<file path="src/rtl/async_fifo_pkg.sv">
// ============================================================================
// async_fifo_pkg : Gray/binary pointer helpers shared by both FIFO controllers.
// Revision: 1.0
// ============================================================================
`default_nettype none

package async_fifo_pkg;

   function automatic logic [31:0] width_mask(input int w);
      return (w >= 32) ? 32'hFFFF_FFFF : ((32'd1 << w) - 32'd1);
   endfunction

   function automatic logic [31:0] bin2gray(input logic [31:0] b, input int w);
      return (b ^ (b >> 1)) & width_mask(w);
   endfunction

   function automatic logic [31:0] gray2bin(input logic [31:0] g, input int w);
      logic [31:0] gm;
      logic [31:0] b;
      gm    = g & width_mask(w);
      b     = '0;
      b[31] = gm[31];
      for (int i = 30; i >= 0; i--) begin
         b[i] = b[i+1] ^ gm[i];
      end
      return b;
   endfunction

   // A Gray pointer one full lap ahead differs only in its top two bits.
   function automatic logic [31:0] full_cmp_mask(input logic [31:0] g, input int w);
      return (g ^ (32'd3 << (w - 2))) & width_mask(w);
   endfunction

endpackage

`default_nettype wire

</file>
<file path="src/rtl/gray_ptr_counter.sv">
// ============================================================================
// gray_ptr_counter : binary + Gray pointer register pair with increment enable.
// Revision: 1.0
// ============================================================================
`default_nettype none

module gray_ptr_counter
   import async_fifo_pkg::*;
#(
   parameter int P = 5
) (
   input  logic         clk,
   input  logic         rst,
   input  logic         inc,
   output logic [P-1:0] bin,
   output logic [P-1:0] bin_next,
   output logic [P-1:0] gray,
   output logic [P-1:0] gray_next
);

   logic [P-1:0] bin_q;
   logic [P-1:0] bin_d;
   logic [P-1:0] gray_q;
   logic [P-1:0] gray_d;

   always_comb begin
      bin_d  = bin_q + P'(inc);
      gray_d = P'(bin2gray(32'(bin_d), P));
   end

   always_ff @(posedge clk or posedge rst) begin
      if (rst) begin
         bin_q  <= '0;
         gray_q <= '0;
      end else begin
         bin_q  <= bin_d;
         gray_q <= gray_d;
      end
   end

   assign bin       = bin_q;
   assign bin_next  = bin_d;
   assign gray      = gray_q;
   assign gray_next = gray_d;

endmodule

`default_nettype wire

</file>
<file path="src/rtl/async_fifo_wr_ctrl.sv">
// ============================================================================
// async_fifo_wr_ctrl : write-side pointer controller of the async FIFO.
// Optional fill level / almost_full logic: define ASYNC_FIFO_WR_LEVEL_EN.
// Revision: 1.0
// ============================================================================
`default_nettype none

module async_fifo_wr_ctrl
   import async_fifo_pkg::*;
#(
   parameter int ADDR_WIDTH = 4,
   parameter int AF_THRESH  = 12
) (
   input  logic                  clk,
   input  logic                  rst,
   input  logic                  wr_en,
   input  logic [ADDR_WIDTH:0]   rd_gray_sync,
   output logic                  mem_we,
   output logic [ADDR_WIDTH-1:0] wr_addr,
   output logic [ADDR_WIDTH:0]   wr_gray,
   output logic                  full,
   output logic                  almost_full,
   output logic [ADDR_WIDTH:0]   wr_level,
   output logic                  overflow
);

   localparam int P = ADDR_WIDTH + 1;

   logic         push;
   logic [P-1:0] wbin;
   logic [P-1:0] wbin_next;
   logic [P-1:0] gray_next;
   logic         full_q;
   logic         full_d;
   logic         overflow_q;
   logic         overflow_d;
   logic         unused_msb;

   // The reset term keeps the strobe quiet while rst is held with wr_en high.
   assign push   = wr_en & ~full_q;
   assign mem_we = push & ~rst;

   gray_ptr_counter #(
      .P (P)
   ) u_wptr (
      .clk       (clk),
      .rst       (rst),
      .inc       (push),
      .bin       (wbin),
      .bin_next  (wbin_next),
      .gray      (wr_gray),
      .gray_next (gray_next)
   );

   assign wr_addr    = wbin[ADDR_WIDTH-1:0];
   assign unused_msb = wbin[P-1];

   always_comb begin
      full_d     = (gray_next == P'(full_cmp_mask(32'(rd_gray_sync), P)));
      overflow_d = overflow_q | (wr_en & full_q);
   end

   always_ff @(posedge clk or posedge rst) begin
      if (rst) begin
         full_q     <= 1'b0;
         overflow_q <= 1'b0;
      end else begin
         full_q     <= full_d;
         overflow_q <= overflow_d;
      end
   end

   assign full     = full_q;
   assign overflow = overflow_q;

`ifdef ASYNC_FIFO_WR_LEVEL_EN
   localparam logic [P-1:0] AF_THRESH_P = P'(AF_THRESH);

   logic [P-1:0] rbin;
   logic [P-1:0] wr_level_d;
   logic [P-1:0] wr_level_q;
   logic         almost_full_d;
   logic         almost_full_q;

   always_comb begin
      rbin          = P'(gray2bin(32'(rd_gray_sync), P));
      wr_level_d    = wbin_next - rbin;
      almost_full_d = (wr_level_d >= AF_THRESH_P);
   end

   always_ff @(posedge clk or posedge rst) begin
      if (rst) begin
         wr_level_q    <= '0;
         almost_full_q <= 1'b0;
      end else begin
         wr_level_q    <= wr_level_d;
         almost_full_q <= almost_full_d;
      end
   end

   assign wr_level    = wr_level_q;
   assign almost_full = almost_full_q;
`else
   localparam logic [P-1:0] AF_THRESH_P = P'(AF_THRESH);

   logic unused_level_inputs;

   assign unused_level_inputs = ^{AF_THRESH_P, wbin_next};
   assign wr_level            = '0;
   assign almost_full         = 1'b0;
`endif

endmodule

`default_nettype wire

</file>
<file path="config.mk">
export PLATFORM = sky130hd
export DESIGN_NAME = async_fifo_wr_ctrl
export DESIGN_NICKNAME = d
export VERILOG_FILES = /design/src/rtl/async_fifo_pkg.sv /design/src/rtl/gray_ptr_counter.sv /design/src/rtl/async_fifo_wr_ctrl.sv
export SDC_FILE = /design/constraint.sdc
export NUM_CORES = 1
export LEC_CHECK = 0
export ABC_AREA = 1
export BUFFER_PORTS_ARGS = -buffer_cell sky130_fd_sc_hd__buf_2
export CELL_PAD_IN_SITES_DETAIL_PLACEMENT = 0
export CELL_PAD_IN_SITES_GLOBAL_PLACEMENT = 2
export CORE_MARGIN = 1
export CORE_UTILIZATION = 24
export DETAILED_ROUTE_END_ITERATION = 10
export PLACE_DENSITY_LB_ADDON = 0.1
export SETUP_SLACK_MARGIN = 0.02
export SLEW_MARGIN = 10
export SYNTH_ARGS = -nofsm -noshare
export SYNTH_HDL_FRONTEND = slang
export SYNTH_SLANG_ARGS = --single-unit
</file>
<file path="constraint.sdc">
create_clock -name clk -period 2.2 [get_ports clk]
set_clock_uncertainty 0.1 [all_clocks]
set_input_delay 0.22 -clock clk [delete_from_list [all_inputs] [get_ports clk]]
set_output_delay 0.22 -clock clk [all_outputs]
set_load 0.02 [all_outputs]
</file>
## After elaboration in Yosys (flattened, before gate mapping)

Cells that the tools add are included.

| word-level totals | value |
|---|---|
| register bits after elaboration | 12 |
| bits in latches | 0 |
| bits in writable memories | 0 |
| memory bits (read-only) | 0 |
| input port bits | 8 |
| output and inout port bits | 18 |
| word-level logic and storage cells | 14 |
| memories kept | 0 |

| cells by class | value |
|---|---|
| $add $sub $neg | 1 |
| multipliers | 0 |
| divide/modulo/power cells | 0 |
| $lt $le $gt $ge | 0 |
| equal/unequal tests | 1 |
| shifts and indexed selects | 0 |
| mux-type cells | 0 |
| bitwise gates (word level) | 8 |
| reductions and logical operators | 0 |

Operators with widths:

| operator | count |
|---|---|
| $add 5x1->5 | 1 |
| $eq 5x5->1 | 1 |
| $xor 5x4->5 | 1 |
| $and 1x1->1 | 3 |
| $not 1->1 | 2 |
| $not 2->2 | 1 |
| $or 1x1->1 | 1 |

## Longest topological paths before layout

Gate-level depths: netlist of the first run.

| logic depth | value |
|---|---|
| depth in word-level cells | 5 |
| depth in mapped cells | 13 |
| depth with buffers taken out | 13 |

## Cells and area by module

From an unflattened synthesis of the first run, not the netlist that was laid out.

| second synthesis, totals | value |
|---|---|
| cells, all modules | 67 |
| area, all modules | 579.3 sq um |

By module, submodules not included:

| module | instances | cells an instance | area an instance (sq um) | sequential area each (sq um) |
|---|---|---|---|---|
| gray_ptr_counter | 1 | 38 | 384.1 | 225.2 |
| async_fifo_wr_ctrl | 1 | 29 | 195.2 | 50.0 |

## Least setup slack after synthesis of the first run

Ideal clock, no wire load.

| path | value |
|---|---|
| kind | reg2reg |
| start | register full_q, in the netlist full |
| end | register full_q, in the netlist full |
| setup time | 0.071 ns |
| arrival time | 1.663 ns |
| data required time | 2.029 ns |
| path slack | 0.366 ns |
| cell stages (with the launch flop) | 13 |
| path buffers | 0 |
| clock period less this slack | 1.834 ns |
| path through | dfrtp_1 nor2_1 ha_1 ha_1 inv_1 nand2_1 nand2_1 nand2_1 nand2_1 nand3_1 nor2_1 nand2_1 nor2_1 |

| between the ends | value |
|---|---|
| cells in the longest elaborated chain, start to end | 5 |

RTL lines:

| what | line | RTL |
|---|---|---|
| start, declared | async_fifo_wr_ctrl.sv:33 | `logic full_q;` |
| start signal, assigned | async_fifo_wr_ctrl.sv:68 | `full_q <= full_d;` |
| $not 1->1 | async_fifo_wr_ctrl.sv:40 | `assign push = wr_en & ~full_q;` |
| $and 1x1->1 | async_fifo_wr_ctrl.sv:40 |  |
| $add 5x1->5 | gray_ptr_counter.sv:27 | `bin_d = bin_q + P'(inc);` |
| via u_wptr.bin_next[1] | gray_ptr_counter.sv:16 | `output logic [P-1:0] bin_next,` |
| $xor 5x4->5 | async_fifo_pkg.sv:14 | `return (b ^ (b >> 1)) & width_mask(w);` |
| via gray_next[0] | async_fifo_wr_ctrl.sv:32 | `logic [P-1:0] gray_next;` |
| $eq 5x5->1 | async_fifo_wr_ctrl.sv:59 | `full_d = (gray_next == P'(full_cmp_mask(32'(rd_gray_sync), P)));` |
| via full_d | async_fifo_wr_ctrl.sv:34 | `logic full_d;` |

The timed path passes the listed nets, and every way through them passes these cells.

## Worst setup path after layout of the first run

Ends and elaborated chain as after synthesis.

==> impl_metrics.py, run 1 <==
metrics = {
    "outcome": {
        "status": "finished, final reports clean",
    },
    "global_route": {
        "vias_in_the_first_global_route": 586,
        "grt_overflow": 0,
        "first_pass_grt_wire_length_mm": 2.57,
        "initial_antenna_violation_count": 0,
        "grt_usage_pct": 12.3,
        "grt_start_max_net_pins": 12,
    },
    "cts": {
        "worst_setup_hold_path_clk_slew_ns": 0.08,
        "post-cts-setup-buffer-count": 0,
        "htreeDepth": 1,
        "clock-sinks": 11,
        "cts_root_buffer": "sky130_fd_sc_hd__clkbuf_4",
        "cts_tree": "done",
        "bufs_on_longest_clock_path": 2,
        "worstSkewPairLatency_ns": 0.27,
        "cts_inserted_buffers": 3,
    },
    "synth": {
        "seq_area_frac_synth_pct": 41.2,
        "netlist-cell-type-count": 15,
        "syn-instance-count": 90,
        "synthesized_area_per_cell_sq_um": 7.42,
        "synth-seq-cells": 11,
        "synthesis.yosys.warnings": 0,
        "synthesized_area_sq_um": 668,
    },
    "placement": {
        "port_buffers": 19,
        "globalplace.congestion": 0.704,
        "place_ws_ns": 0.225,
        "dp.final_hpwl_mm": 1.17,
    },
    "setup_path": {
        "total_number_of_cells_along_the_worst_setup_path": 12,
        "endpoint_class_of_the_critical_path": "flip-flop",
        "largest_fanout_on_the_critical_path": 5,
        "worst-r2r-cell-count": 12,
        "startpoint": "full$_DFF_PP0_",
        "worst_ep_required_time_ns": 2.31,
        "worst_r2r_startpoint": "full$_DFF_PP0_",
        "setup.worst_path.class": "reg2reg",
        "critical-path-slowest-cell": "sky130_fd_sc_hd__dfrtp_1",
        "critical_path.top_delay_family": "simple AND/OR/NAND/NOR gates",
        "crit_path_frequent_cell": "sky130_fd_sc_hd__nand2_1",
        "critical_path.max_stage_delay_ns": 0.42,
        "cp.buffers_inverters": 1,
        "critical_path.cell_chain": "nor2_1, ha_1, ha_2, inv_1, nand2_1, nand2_1, nand2_1, nand2_1, nand3_1, nor2_1, nand2_1, nor2_1",
        "critPathLaunchType": "flip-flop",
        "cp.arrival_ns": 2.13,
    },
    "floorplanning": {
        "fp.dieArea_sq_um": 3000,
        "pin_count": 26,
        "start_util_pct": 26.3,
        "num_rows": 18,
        "core_sq_um": 2540,
        "dieWidth_microns": 54.8,
        "floorplan.die.height_microns": 54.8,
    },
    "drt": {
        "drc": 0,
        "wl_per_cell_microns": 10.2,
        "detailedRoute.firstPassIterationCount": 2,
        "vias_per_cell": 4.23,
        "ant_nets": 0,
        "num_vias": 600,
        "wl_mm": 1.45,
        "detail_route.iter0.violations": 6,
    },
    "timing": {
        "setup_viol": 0,
        "timing.setup.tns_ns": 0,
        "setup_repair_after_global_routing_missed_its_margin": "no",
        "post_route_fraction_of_the_period_consumed_by_the_critical_path_pct": 91.7,
        "timing_hold_violations_final": 0,
        "timing.fmax_ghz": 0.496,
        "drv_slew": 0,
        "fin_ws_ns": 0.183,
        "min_tclk_post_route_ns": 2.02,
    },
    "min_path": {
        "holdPathStages": 2,
        "hold_path_startpoint": "wr_en",
        "timing.hold.worst.class": "in2reg",
    },
    "pwr": {
        "power.leakage_uw": 0.000472,
        "power_uw": 1240,
        "vdd_ir_drop_max_v": 0.000543,
        "p_seq_share_pct": 30.9,
        "cellPowerDensity_nw_per_um2": 1550,
        "p_sw_uw": 630,
        "power_frac_clock_pct": 11.5,
        "comb_pwr_share_pct": 57.6,
        "p_int_uw": 612,
        "swShare_pct": 50.7,
    },
    "job": {
        "maxCapViolCount": 0,
    },
    "finish": {
        "syn_to_final_growth_pct": 20.0,
        "layout.cells.most_common": "sky130_fd_sc_hd__nand2_1",
        "insertedDiodeCount": 0,
        "layout_cells_sized_above_1_pct": 25.9,
        "final_core_utilization_pct": 31.5,
        "design.final.nets": 123,
        "layout_common_cells": "32 x sky130_fd_sc_hd__nand2_1, 19 x sky130_fd_sc_hd__buf_2, 12 x sky130_fd_sc_hd__inv_1",
    },
}
-- cells in the mapped netlist (all sizes together) --
cell    number  area, sq um
inv         12         45.0
nor2         3         11.3
nand3       10         55.1
dfrtp       11          275
buf          7         56.3
conb         1         3.75
a21o         1         7.51
nand2       37          151
nand4        4         25.0
ha           2         25.0
nor3         1         5.00
nand3b       1         7.51
-- final cells by class --
class                           count  area [sq um]
Fill cell                         298          1740
Clock buffer                        4          26.3
Multi-Input combinational cell     65           313
Timing Repair Buffer               20           105
Inverter                           12          45.0
Tap cell                           30          37.5
Sequential cell                    11           275
-- final timing paths --
path	slack (ns)	end
min in group asynchronous	0.40	u_wptr.bin[0]$_DFF_PP0_
setup reg to reg	0.18	full$_DFF_PP0_
hold reg to reg	0.37	overflow$_DFF_PP0_
setup / recovery	0.18	full$_DFF_PP0_
hold / removal	0.06	overflow$_DFF_PP0_
max in group asynchronous	1.28	u_wptr.bin[1]$_DFF_PP0_
-- repair_timing --
item | 4_1_cts | 5_1_grt
setup endpoints to repair | 0 | 1
endpoints found under the hold margin | 11 | 0
gates resized for setup | 0 | 1
hold buffers | 1 | 0
-- power groups by stage --
stage | sequential [uW] | combinational, uW | clock (uW)
after CTS | 384 | 722 | 151
after detailed placement | 386 | 719 | 0
final | 384 | 715 | 143
after global placement | 383 | 715 | 0
after global routing | 399 | 827 | 161
after floorplan | 488 | 436 | 0
-- sequential cells by signal, indices dropped and copies added (netlist names) --
register     count
u_wptr.bin       5
u_wptr.gray      4
full             1
overflow         1
-- cells by family after synthesis --
group                    Yosys count  synth area share (%)
adder cells (fa/ha/maj)            2                  3.74
AO/OA/AOI/OAI                      1                  1.12
flip-flops                        11                  41.2
other                              1                 0.561
buffers and inverters             19                  15.2
AND/OR/NAND/NOR                   56                  38.2
-- worst register-to-register path, cell delays in order, from the launching register on --
cell,delay [ns]
sky130_fd_sc_hd__dfrtp_1,0.42
sky130_fd_sc_hd__nor2_1,0.12
sky130_fd_sc_hd__ha_1,0.27
sky130_fd_sc_hd__ha_2,0.35
sky130_fd_sc_hd__inv_1,0.10
sky130_fd_sc_hd__nand2_1,0.08
sky130_fd_sc_hd__nand2_1,0.08
sky130_fd_sc_hd__nand2_1,0.06
sky130_fd_sc_hd__nand2_1,0.07
sky130_fd_sc_hd__nand3_1,0.08
sky130_fd_sc_hd__nor2_1,0.09
sky130_fd_sc_hd__nand2_1,0.06
sky130_fd_sc_hd__nor2_1,0.08
-- stage by stage --
stage          hold slack, ns  cells  cell area [sq um]
2_1_floorplan         -0.0276     95                687
4_1_cts                0.0596    142                800
3_5_place_dp            0.177    137                763
3_3_place_gp            0.174    137                763
6_report               0.0622    142                802
5_1_grt                0.0442    142                802
-- layer usage --
metal	track usage, %	up-vias	part of all wire [%]
li1	-	317	-
met1	16.2	266	46
met2	18.7	15	48
met3	2.50	2	4.5
met4	6.41	0	1.0
met5	0	-	0
No activity file was read; power rests on OpenSTA's default activity.
==> run 2, diff against run 1 <==
--- a/config.mk
+++ b/config.mk
@@ -12,6 +12,7 @@
 export CORE_MARGIN = 1
 export CORE_UTILIZATION = 24
 export DETAILED_ROUTE_END_ITERATION = 10
+export HOLD_SLACK_MARGIN = 0.12
 export PLACE_DENSITY_LB_ADDON = 0.1
 export SETUP_SLACK_MARGIN = 0.02
 export SLEW_MARGIN = 10
==> run 2 against run 1 <==
Net effect: design area increased by 1.2%; first-iteration DRC count unchanged; largest power group unchanged; total power rose by 0.13%; largest cell class unchanged; clock power barely moved.
==> impl_metrics.py, run 2 (synthesis results as in run 1) <==
metrics = {
    "outcome": {
        "status": "finished, final reports clean",
    },
    "global_route": {
        "grt_overflow": 0,
        "grt_usage_pct": 12.4,
        "grt_start_max_net_pins": 12,
        "first_pass_grt_wire_length_mm": 2.59,
        "vias_in_the_first_global_route": 592,
        "initial_antenna_violation_count": 0,
    },
    "job": {
        "maxCapViolCount": 0,
    },
    "cts": {
        "htreeDepth": 1,
        "worst_setup_hold_path_clk_slew_ns": 0.08,
        "cts_root_buffer": "sky130_fd_sc_hd__clkbuf_4",
        "bufs_on_longest_clock_path": 2,
        "worstSkewPairLatency_ns": 0.27,
        "cts_inserted_buffers": 3,
        "clock-sinks": 11,
        "cts_tree": "done",
    },
    "setup_path": {
        "critical-path-slowest-cell": "sky130_fd_sc_hd__dfrtp_1",
        "startpoint": "full$_DFF_PP0_",
        "worst_ep_required_time_ns": 2.31,
        "endpoint_class_of_the_critical_path": "flip-flop",
        "regToRegSetupSlack_ns": 0.18,
        "rr_endpoint": "full$_DFF_PP0_",
        "setup.worst_path.class": "reg2reg",
        "critical_path.max_stage_delay_ns": 0.42,
        "crit_path_frequent_cell": "sky130_fd_sc_hd__nand2_1",
        "cp.arrival_ns": 2.13,
        "largest_fanout_on_the_critical_path": 5,
        "critPathLaunchType": "flip-flop",
        "critical_path.top_delay_family": "simple AND/OR/NAND/NOR gates",
        "worst_r2r_startpoint": "full$_DFF_PP0_",
        "total_number_of_cells_along_the_worst_setup_path": 12,
        "worst-r2r-cell-count": 12,
        "cp.buffers_inverters": 1,
        "critical_path.cell_chain": "nor2_1, ha_1, ha_2, inv_1, nand2_1, nand2_1, nand2_1, nand2_1, nand3_1, nor2_1, nand2_1, nor2_1",
    },
    "pwr": {
        "vdd_ir_drop_max_v": 0.000543,
        "power.leakage_uw": 0.000476,
        "cellPowerDensity_nw_per_um2": 1530,
    },
    "placement": {
        "dp.final_hpwl_mm": 1.17,
        "globalplace.congestion": 0.704,
        "port_buffers": 19,
        "dpl.cell_count": 137,
    },
    "timing": {
        "timing.fmax_ghz": 0.495,
        "timing.setup.tns_ns": 0,
        "setup_repair_after_global_routing_missed_its_margin": "no",
        "post_route_fraction_of_the_period_consumed_by_the_critical_path_pct": 91.8,
        "min_tclk_post_route_ns": 2.02,
        "setup_viol": 0,
        "drv_slew": 0,
        "timing_hold_violations_final": 0,
    },
    "finish": {
        "layout_cells_sized_above_1_pct": 25.7,
        "layout_common_cells": "32 x sky130_fd_sc_hd__nand2_1, 19 x sky130_fd_sc_hd__buf_2, 12 x sky130_fd_sc_hd__inv_1",
        "syn_to_final_growth_pct": 21.5,
        "design.final.nets": 124,
        "insertedDiodeCount": 0,
        "layout.cells.most_common": "sky130_fd_sc_hd__nand2_1",
        "final_cells": 143,
        "largest_register_ff_count": 5,
    },
    "drt": {
        "wl_mm": 1.46,
        "num_vias": 605,
        "wl_per_cell_microns": 10.2,
        "vias_per_cell": 4.23,
        "ant_nets": 0,
        "drc": 0,
        "detailedRoute.firstPassIterationCount": 2,
        "detail_route.iter0.violations": 6,
    },
    "floorplanning": {
        "num_rows": 18,
        "floorplan.die.height_microns": 54.8,
        "start_util_pct": 26.3,
        "dieWidth_microns": 54.8,
        "pin_count": 26,
        "fp.dieArea_sq_um": 3000,
        "core_sq_um": 2540,
    },
    "min_path": {
        "hold_path_startpoint": "rd_gray_sync[2]",
        "min_to": "full$_DFF_PP0_",
        "holdPathStages": 4,
        "timing.hold.worst.class": "in2reg",
    },
}
## run 2: cell count changes in the layout (fill, tap and decap cells not counted)
cell / change
sky130_fd_sc_hd__dlygate4sd3_1: +1
## run 2: how the worst max path moves through the flow
| stage | to | slack, ns |
|---|---|---|
| 2_1_floorplan | full$_DFF_PP0_ | 0.37 |
| 3_3_place_gp | full$_DFF_PP0_ | 0.26 |
| 3_5_place_dp | full$_DFF_PP0_ | 0.23 |
| 4_1_cts | full$_DFF_PP0_ | 0.18 |
| 5_1_grt | full$_DFF_PP0_ | 0.02 |
| 6_report | full$_DFF_PP0_ | 0.18 |
## run 2: per-stage QoR
stage          instance area, sq um  total power (uW)  utilization, %  hold WS (ns)  worst slack, ns
6_report                        812              1240            31.9         0.134            0.180
5_1_grt                         812              1390            31.9         0.176           0.0233
4_1_cts                         810              1260            31.8         0.135            0.180
3_5_place_dp                    763              1110            30.0         0.177            0.225
3_3_place_gp                    763              1100            30.0         0.174            0.261
2_1_floorplan                   687               924               -       -0.0276            0.366
## run 2: tightest hold or removal path: cells and delay by family
kind          cells  cell delay (ns)
buf+inv           1             0.09
simple gates      3             0.17
## run 2: area by class of cell
class                      count  area (sq um)
timing repair buffer          21           115
tap                           30          37.5
inverter                      12          45.0
fill                         294          1730
clock buffer                   4          26.3
multi-input combinational     65           313
sequential                    11           275
## run 2: repair_timing
action,CTS,global route
gates resized for setup,0,1
hold endpoints to repair,12,0
hold buffers,2,0
setup buffers,0,0
endpoints found under the setup margin,0,1
## run 2: metal layers
metal  up-vias  global-route usage, %  routed length (microns)
li1        319                      -                        -
met1       269                   16.2                      681
met2        15                   18.9                      695
met3         2                   2.50                       64
met4         0                   6.41                       15
met5         -                      0                        0
## run 2: power by group
part	switching, uW	internal (uW)	total [uW]
registers	83.3	301	384
clock network	73.2	70.2	143
logic	474	242	717
==> run 3, diff against run 2 <==
--- a/config.mk
+++ b/config.mk
@@ -5,12 +5,12 @@
 export SDC_FILE = /design/constraint.sdc
 export NUM_CORES = 1
 export LEC_CHECK = 0
-export ABC_AREA = 1
 export BUFFER_PORTS_ARGS = -buffer_cell sky130_fd_sc_hd__buf_2
 export CELL_PAD_IN_SITES_DETAIL_PLACEMENT = 0
 export CELL_PAD_IN_SITES_GLOBAL_PLACEMENT = 2
 export CORE_MARGIN = 1
-export CORE_UTILIZATION = 24
+export CORE_UTILIZATION = 26
+export CTS_CLUSTER_DIAMETER = 120
 export DETAILED_ROUTE_END_ITERATION = 10
 export HOLD_SLACK_MARGIN = 0.12
 export PLACE_DENSITY_LB_ADDON = 0.1
==> run 3 against run 2 <==
Net effect: global-route usage shrank 2.7 points; sequential share of layout area up 1.8 points; count of clock-buffer cells in the layout stayed put; design area shrank 4.9%; combinational power grew 4.2%; first-iteration DRC count fell by 83%; hold slack got worse by 0.0036 ns; critical path type unchanged; critical endpoint unchanged; highest routed layer is now met3.
==> impl_metrics.py, run 3 <==
metrics = {
    "floorplanning": {
        "core_sq_um": 2000,
        "start_util_pct": 28.4,
        "floorplan.die.height_microns": 48.7,
        "num_rows": 16,
        "pin_count": 26,
        "fp.dieArea_sq_um": 2380,
        "dieWidth_microns": 48.7,
    },
    "synth": {
        "synthDominantCellAreaShare_pct": 48.5,
        "synth_top_cells_by_count": "11 x sky130_fd_sc_hd__dfrtp_1, 6 x sky130_fd_sc_hd__buf_4, 6 x sky130_fd_sc_hd__xnor2_1",
        "post-synth-top-count-cell": "sky130_fd_sc_hd__dfrtp_1",
        "netlist_top_cells_area": "sky130_fd_sc_hd__dfrtp_1 48%, sky130_fd_sc_hd__xnor2_1 9.3%, sky130_fd_sc_hd__buf_4 7.9%",
        "seq_area_frac_synth_pct": 48.5,
        "synthesized_area_sq_um": 568,
        "synth_async_sr_flop_share_pct": 100,
        "synth_flop_cell": "sky130_fd_sc_hd__dfrtp_1",
        "post-synth-top-area-cell": "sky130_fd_sc_hd__dfrtp_1",
        "synthesis.yosys.warnings": 0,
        "syn-instance-count": 46,
        "synth-seq-cells": 11,
        "synth_edf_count": 0,
        "netlist-cell-type-count": 17,
        "synthesized_area_per_cell_sq_um": 12.3,
    },
    "timing": {
        "timing_hold_violations_final": 0,
        "drv_slew": 0,
        "timing.fmax_ghz": 0.500,
        "post_route_fraction_of_the_period_consumed_by_the_critical_path_pct": 91.0,
        "setup_viol": 0,
        "timing.setup.tns_ns": 0,
        "min_tclk_post_route_ns": 2.00,
        "fin_ws_ns": 0.199,
        "setup_repair_after_global_routing_missed_its_margin": "no",
    },
    "setup_path": {
        "worst_r2r_startpoint": "full$_DFF_PP0_",
        "rr_endpoint": "full$_DFF_PP0_",
        "largest_fanout_on_the_critical_path": 3,
        "endpoint_class_of_the_critical_path": "flip-flop",
        "critPathLaunchType": "flip-flop",
        "worst-r2r-cell-count": 7,
        "worst_ep_required_time_ns": 2.28,
        "setup.worst_path.class": "reg2reg",
        "cp.arrival_ns": 2.08,
        "regToRegSetupSlack_ns": 0.20,
    },
    "finish": {
        "layout.cells.most_common": "sky130_fd_sc_hd__buf_2",
        "final_core_utilization_pct": 38.6,
        "syn_to_final_growth_pct": 35.9,
        "insertedDiodeCount": 0,
        "layout_cells_sized_above_1_pct": 44.0,
        "final_cells": 102,
        "largest_register_ff_count": 5,
        "design.final.nets": 86,
        "layout_common_cells": "19 x sky130_fd_sc_hd__buf_2, 11 x sky130_fd_sc_hd__dfrtp_1, 6 x sky130_fd_sc_hd__xnor2_1, 6 x sky130_fd_sc_hd__conb_1, 5 x sky130_fd_sc_hd__buf_4",
    },
    "cts": {
        "cts_tree": "done",
        "worstSkewPairLatency_ns": 0.27,
        "cts_inserted_buffers": 3,
        "bufs_on_longest_clock_path": 2,
        "htreeDepth": 1,
        "worst_setup_hold_path_clk_slew_ns": 0.07,
        "cts_root_buffer": "sky130_fd_sc_hd__clkbuf_4",
        "post-cts-setup-buffer-count": 0,
        "clock-sinks": 11,
    },
    "placement": {
        "port_buffers": 19,
        "dp.final_hpwl_microns": 767,
        "globalplace.congestion": 0.660,
        "place_ws_ns": 0.0719,
        "dpl.cell_count": 96,
    },
    "pwr": {
        "p_sw_uw": 536,
        "vdd_ir_drop_max_v": 0.000617,
        "swShare_pct": 42.2,
        "comb_pwr_share_pct": 58.8,
        "p_seq_share_pct": 30.4,
        "power.leakage_uw": 0.000383,
        "power_frac_clock_pct": 10.9,
        "p_int_uw": 736,
        "cellPowerDensity_nw_per_um2": 1650,
    },
    "global_route": {
        "grt_start_max_net_pins": 13,
        "vias_in_the_first_global_route": 400,
        "grt_usage_pct": 9.70,
        "first_pass_grt_wire_length_mm": 1.73,
        "grt_overflow": 0,
        "initial_antenna_violation_count": 0,
    },
    "drt": {
        "vias_per_cell": 3.84,
        "detail_route.iter0.violations": 1,
        "wl_microns": 989,
        "num_vias": 392,
        "drc": 0,
        "detailedRoute.firstPassIterationCount": 3,
        "ant_nets": 0,
        "wl_per_cell_microns": 9.70,
    },
    "min_path": {
        "min_to": "full$_DFF_PP0_",
        "hold_path_startpoint": "rd_gray_sync[4]",
        "holdPathStages": 4,
        "timing.hold.worst.class": "in2reg",
    },
    "job": {
        "maxCapViolCount": 0,
    },
    "outcome": {
        "status": "finished, final reports clean",
    },
}
## run 3: changes by cell type after synthesis, moves of 2 or more
cell,delta
sky130_fd_sc_hd__inv_1,-9
sky130_fd_sc_hd__nand2_1,-32
sky130_fd_sc_hd__nand2_2,-5
sky130_fd_sc_hd__nand3_1,-6
sky130_fd_sc_hd__nand4_1,-4
sky130_fd_sc_hd__nor2_1,-3
sky130_fd_sc_hd__or3_1,+2
sky130_fd_sc_hd__xnor2_1,+6
sky130_fd_sc_hd__xor2_1,+4
## run 3: power groups by stage
stage	combinational (uW)	sequential, uW	clock, uW
6_report	747	386	138
5_1_grt	818	405	158
4_1_cts	738	382	147
3_5_place_dp	730	387	0
3_3_place_gp	733	387	0
2_1_floorplan	381	510	0
## run 3: layer usage
layer	GRT usage [%]	up-vias	wire, microns	share of wire, %
met4	4.41	0	0	0
met3	2.83	0	60	6.1
met2	15.7	16	468	47
met5	0	-	0	0
li1	-	193	-	-
met1	11.8	183	460	47
## run 3: final cells by class
class                           count  area (sq um)
Multi-Input combinational cell     31           273
Timing Repair Buffer               26           153
Sequential cell                    11           275
Fill cell                         208          1230
Inverter                            3          11.3
Tap cell                           27          33.8
Clock buffer                        4          26.3
## run 3: worst max path at each step
stage / startpoint / to / slack, ns / cells past startpoint
final: full$_DFF_PP0_ / full$_DFF_PP0_ / 0.20 / 7
after global routing: full$_DFF_PP0_ / full$_DFF_PP0_ / 0.07 / 7
after CTS: full$_DFF_PP0_ / full$_DFF_PP0_ / 0.05 / 7
after detailed placement: full$_DFF_PP0_ / full$_DFF_PP0_ / 0.07 / 7
after global placement: full$_DFF_PP0_ / full$_DFF_PP0_ / 0.04 / 7
after floorplan: full$_DFF_PP0_ / full$_DFF_PP0_ / 0.04 / 7
## run 3: cells by family after synthesis
group	Yosys count	share of synthesized area (%)
XOR/XNOR	12	22.5
adder cells (fa/ha/maj)	2	4.40
AND/OR/NAND/NOR	8	8.81
buffers and inverters	9	9.91
flip-flops	11	48.5
AO/OA/AOI/OAI	3	5.29
other	1	0.660
## run 3: repair_timing
action | CTS | global route
setup endpoints to repair | 0 | 1
hold buffers | 2 | 0
endpoints found under the hold margin | 12 | 0
resized for setup | 0 | 4
## run 3: worst max-delay path, cell delays in order (launching register included)
cell and delay (ns):
sky130_fd_sc_hd__dfrtp_1 0.40, sky130_fd_sc_hd__nor2b_2 0.15, sky130_fd_sc_hd__ha_2 0.22, sky130_fd_sc_hd__ha_4 0.16, sky130_fd_sc_hd__nand3_1 0.09, sky130_fd_sc_hd__xnor2_1 0.16, sky130_fd_sc_hd__or3_1 0.37, sky130_fd_sc_hd__a221oi_2 0.27
## run 3: metrics by stage
step	hold WS, ns	area, sq um	power (uW)
floorplan	-0.0225	587	891
detailed placement	0.109	708	1120
global placement	0.108	708	1120
global route	0.169	772	1380
finish	0.131	772	1270
CTS	0.124	754	1270
